**src/rtl/or_gate_bist.sv**
```systemverilog
// Built-in self-test sequencer for a two-input OR gate.
// Walks {a,b} through 11,10,01,00, samples r after SETTLE cycles, and logs mismatches.
module or_gate_bist #(
    parameter int unsigned SETTLE = 1,
    parameter int unsigned LOOPS  = 1
) (
    input  logic       clk,
    input  logic       rst_n,
    input  logic       start,
    input  logic       gate_r,
    output logic       gate_a,
    output logic       gate_b,
    output logic       busy,
    output logic       done,
    output logic       pass,
    output logic [7:0] err_count,
    output logic       fail_valid,
    output logic [1:0] fail_vec
);

    typedef enum logic [1:0] {
        IDLE,
        RUN,
        DONE
    } state_t;

    localparam logic [7:0] SETTLE_LAST = 8'(SETTLE - 1);
    localparam logic [7:0] LOOPS_LAST  = 8'(LOOPS - 1);

    state_t     state;
    logic [1:0] idx;
    logic [7:0] settle_cnt;
    logic [7:0] loop_cnt;

    logic       sample;
    logic       mismatch;
    logic       last_vec;
    logic [1:0] next_idx;
    logic [7:0] err_next;

    assign sample   = (settle_cnt == SETTLE_LAST);
    assign mismatch = (gate_r != (gate_a | gate_b));
    assign last_vec = (idx == 2'd0) && (loop_cnt == LOOPS_LAST);
    assign next_idx = idx - 2'd1;

    // Count that includes the current sample, saturating at 255.
    always_comb begin
        err_next = err_count;
        if (mismatch && (err_count != 8'hFF)) begin
            err_next = err_count + 8'd1;
        end
    end

    always_ff @(posedge clk or negedge rst_n) begin
        if (!rst_n) begin
            state      <= IDLE;
            idx        <= 2'd0;
            settle_cnt <= 8'd0;
            loop_cnt   <= 8'd0;
            gate_a     <= 1'b0;
            gate_b     <= 1'b0;
            busy       <= 1'b0;
            done       <= 1'b0;
            pass       <= 1'b0;
            err_count  <= 8'd0;
            fail_valid <= 1'b0;
            fail_vec   <= 2'd0;
        end else begin
            unique case (state)
                IDLE: begin
                    if (start) begin
                        state      <= RUN;
                        idx        <= 2'd3;
                        settle_cnt <= 8'd0;
                        loop_cnt   <= 8'd0;
                        gate_a     <= 1'b1;
                        gate_b     <= 1'b1;
                        busy       <= 1'b1;
                        pass       <= 1'b0;
                        err_count  <= 8'd0;
                        fail_valid <= 1'b0;
                        fail_vec   <= 2'd0;
                    end
                end
                RUN: begin
                    if (sample) begin
                        settle_cnt <= 8'd0;
                        err_count  <= err_next;
                        if (mismatch && !fail_valid) begin
                            fail_valid <= 1'b1;
                            fail_vec   <= {gate_a, gate_b};
                        end
                        if (last_vec) begin
                            state  <= DONE;
                            gate_a <= 1'b0;
                            gate_b <= 1'b0;
                            busy   <= 1'b0;
                            done   <= 1'b1;
                            pass   <= (err_next == 8'd0);
                        end else begin
                            idx    <= next_idx;
                            gate_a <= next_idx[1];
                            gate_b <= next_idx[0];
                            if (idx == 2'd0) begin
                                loop_cnt <= loop_cnt + 8'd1;
                            end
                        end
                    end else begin
                        settle_cnt <= settle_cnt + 8'd1;
                    end
                end
                DONE: begin
                    done  <= 1'b0;
                    state <= IDLE;
                end
                default: begin
                    state <= IDLE;
                end
            endcase
        end
    end

endmodule
```
**config.mk**
```make
export PLATFORM = sky130hd
export DESIGN_NAME = or_gate_bist
export DESIGN_NICKNAME = d
export VERILOG_FILES = /design/src/rtl/or_gate_bist.sv
export SDC_FILE = /design/constraint.sdc
export NUM_CORES = 1
export LEC_CHECK = 0
export CORE_MARGIN = 8
export CORE_UTILIZATION = 33
export CTS_CLUSTER_DIAMETER = 120
export DETAILED_ROUTE_END_ITERATION = 10
export GPL_ROUTABILITY_DRIVEN = 0
export GPL_TIMING_DRIVEN = 0
export PLACE_DENSITY_LB_ADDON = 0.25
export SLEW_MARGIN = 0
export SYNTH_ARGS = -nofsm -noshare
export SYNTH_HDL_FRONTEND = slang
export SYNTH_SLANG_ARGS = --single-unit
export TNS_END_PERCENT = 100
```
**constraint.sdc**
```tcl
create_clock -name clk -period 2.75 [get_ports clk]
set_input_delay 0.55 -clock clk [delete_from_list [all_inputs] [get_ports clk]]
set_output_delay 0.55 -clock clk [all_outputs]
set_load 0.005 [all_outputs]
```
==> results.py <==
metrics = {
    "run_status": {
        "outcome": "finished clean",
    },
    "synth": {
        "yosys.area.top_type": "dfrtp_1",
        "synth_fp_nets": 224,
        "synth_area_um2": 2008,
        "synth_flop_cell": "dfrtp_1",
        "synth_top_cells_by_area": "dfrtp_1 45%, nor2_1 5.6%, mux2i_1 4.0%",
        "synth.distinct_cells": 39,
        "ys_seq_elements": 36,
        "syn-instance-count": 214,
        "synth.top_cell.area_share_pct": 44.86,
        "avgSynthCellArea_um2": 9.384,
        "synthArstFlopShare_pct": 100.0,
        "ys_warn_count": 0,
        "yosysMostFrequentCell": "dfrtp_1",
        "netlist_top_cells_count": "36 x dfrtp_1, 30 x nor2_1, 20 x nand2_1",
        "yosysSeqAreaShare_pct": 44.86,
        "synth_edf_count": 0,
    },
    "place": {
        "pre_cts_ws_ns": -0.3820,
        "postPlaceCellArea_um2": 2287,
        "place_hpwl_um": 3172,
        "placement.io_buffers": 19,
    },
    "drt": {
        "routed_via_density": 5.174,
        "num_vias": 1635,
        "dr.first_iter.drc_count": 138,
        "ant_nets": 0,
        "avgRoutedWirePerCell_um": 14.18,
        "drt_pre_antenna_iters": 4,
        "routed_wirelength_um": 4482,
        "drc_errors": 0,
    },
    "sta": {
        "finalCriticalPeriod_ns": 2.434,
        "fin_ws_ns": 0.3155,
        "setup_violations": 0,
        "hold_violations": 0,
        "maxSlewHeadroom_pct": 44.94,
        "hold_ws_ns": 0.3486,
        "rsz0062_at_grt": "false",
        "maxSlewViolCount": 0,
        "period_share_pct": 88.53,
        "max_slew.worst_pin.slew_ns": 0.8258,
        "fin_worst_skew_ns": 0.007071,
        "timing.fmax_mhz": 410.8,
    },
    "critical_path": {
        "crit_path_end_kind": "flop",
        "cp_max_fo": 10,
        "critical_path_class": "input pin to flop",
        "cp_data_required_time_ns": 2.97,
        "cp-start-kind": "input pin",
        "critPathArrivalTime_ns": 2.65,
    },
    "clock_tree": {
        "htree_levels": 2,
        "numCtsBuffers": 5,
        "cts_sinks": 36,
        "cts-root-buf": "clkbuf_8",
        "clk_pin_slew_ns": 0.08,
        "insertion_delay_ns": 0.29,
        "post_cts_buffers": 0,
        "cts_tree": "done",
        "cts.path.max_buffers": 2,
    },
    "final_layout": {
        "antenna_cells": 0,
        "postLayoutCellArea_um2": 2380,
        "layout.nets": 250,
        "areaGrowthSynthToFinish_pct": 18.50,
        "drive_gt1_share_pct": 8.714,
    },
    "pwr": {
        "seq_power_share_pct": 56.1,
        "clkPwrFrac_pct": 40.1,
        "p_comb_share_pct": 3.8,
        "p_leak_nw": 1.008,
        "p_sw_share_pct": 24.28,
        "internal-power_mw": 0.7248,
        "ir_drop_mv": 0.1745,
        "finalPower_mw": 0.9571,
        "p_switching_mw": 0.2324,
        "power_density_nw_per_um2": 402.2,
    },
    "floorplan": {
        "die_w_um": 94.01,
        "chipHeight_um": 94.01,
        "io_pins": 20,
        "rows": 28,
        "initial_core_util_pct": 34.12,
        "design.die.area_um2": 8838,
        "core_area_um2": 5886,
    },
    "global_route": {
        "grt_usage_pct": 10.73,
        "grt_pass1_vias": 1552,
        "grt_max_degree": 37,
        "overflow": 0,
        "antenna_found_initial": 0,
        "grt_pass1_wl_um": 7569,
    },
    "worst_hold_path": {
        "min_path_type": "input pin to async pin",
    },
    "flow_run": {
        "drv_cap": 0,
    },
}
==> cell usage in the layout, fill, tap and decap left out, types with 3 or more instances in the layout <==
master	count
dfrtp_1	36
nor2_1	30
nand2_1	20
clkdlybuf4s50_1	18
o21ai_0	15
inv_1	9
mux2i_1	8
nor4b_1	7
nand3_1	7
clkbuf_1	6
nor3_1	6
xnor2_1	6
ha_1	6
nand4_1	5
xor2_1	5
a21oi_1	5
clkbuf_8	5
nand2b_1	4
a22o_1	4
a21o_1	3
and3_1	3
a31o_2	3
o31ai_1	3
==> logic make-up after synthesis <==
group / Yosys count / synth area share, %
buffers and inverters: 15 / 2.804
DFF: 36 / 44.86
AOI/OAI and AO/OA: 38 / 13.08
adders and majority gates: 6 / 3.738
xor gates and xnor gates: 11 / 4.797
muxes: 8 / 3.988
and+or+nand+nor: 100 / 26.73
==> stage by stage <==
stage,setup TNS [ns],utilization (%),cells
after global routing,0,40.43,316
after CTS,0,40.43,316
after detailed placement,-1.697,38.86,308
after floorplan,0,-,214
final,0,40.43,316
after global placement,-1.670,38.95,308
==> layer usage <==
layer	vias to the layer above	routed length, um	part of all wire (%)	global-route usage [%]
met1	784	2189	49	13.65
li1	815	-	-	-
met5	-	0	0	0
met2	32	2002	45	16.63
met3	4	225	5.0	2.558
met4	0	64	1.4	5.152
==> timing repair <==
| action | CTS | global route |
|---|---|---|
| hold buffers | 0 | 0 |
| endpoints found under the setup margin | 4 | 0 |
| resized for setup | 1 | 0 |
==> state kept, by name (all words and copies together), names as in the netlist <==
name / cells
idx: 2
settle_cnt: 8
gate_b: 1
state: 2
loop_cnt: 8
busy: 1
done: 1
gate_a: 1
fail_valid: 1
pass: 1
err_count: 8
fail_vec: 2
==> worst paths after layout <==
kind	start	end	slack (ns)	cells past startpoint
min in group clk	idx[1]$_DFFE_PN0P_	idx[1]$_DFFE_PN0P_	0.48	1
max in group asynchronous	rst_n	settle_cnt[5]$_DFFE_PN0P_	1.87	1
hold / removal	rst_n	gate_a$_DFFE_PN0P_	0.35	1
hold reg to reg	idx[1]$_DFFE_PN0P_	idx[1]$_DFFE_PN0P_	0.48	1
setup reg to reg	settle_cnt[0]$_DFFE_PN0P_	loop_cnt[7]$_DFFE_PN0P_	0.36	7
setup / recovery	start	loop_cnt[7]$_DFFE_PN0P_	0.32	7
==> critical path, stage by stage <==
cell and delay (ns):
clkdlybuf4s50_1 0.49, or3b_2 0.44, clkbuf_1 0.28, o31ai_4 0.24
nand2_4 0.14, nor4_2 0.29, mux2i_1 0.21
==> power groups by stage <==
stage               Combinational, mW  Clock [mW]  Sequential, mW
detailed placement             0.0383           0           0.548
finish                         0.0368       0.383           0.537
global placement               0.0386           0           0.548
global route                   0.0423       0.420           0.538
floorplan                      0.0122           0           0.547
CTS                            0.0384       0.397           0.537
==> cell type report <==
cell class	count	area (um^2)
plain buffers	6	22.52
clock buffers	5	68.82
clock inverters	3	18.77
fillers	587	3506
inverters	9	33.78
multi-input cells	163	1056
flip-flops and latches	36	900.9
well taps	75	93.84
repair buffers	19	185.2
(Power assumes the default switching activity.)
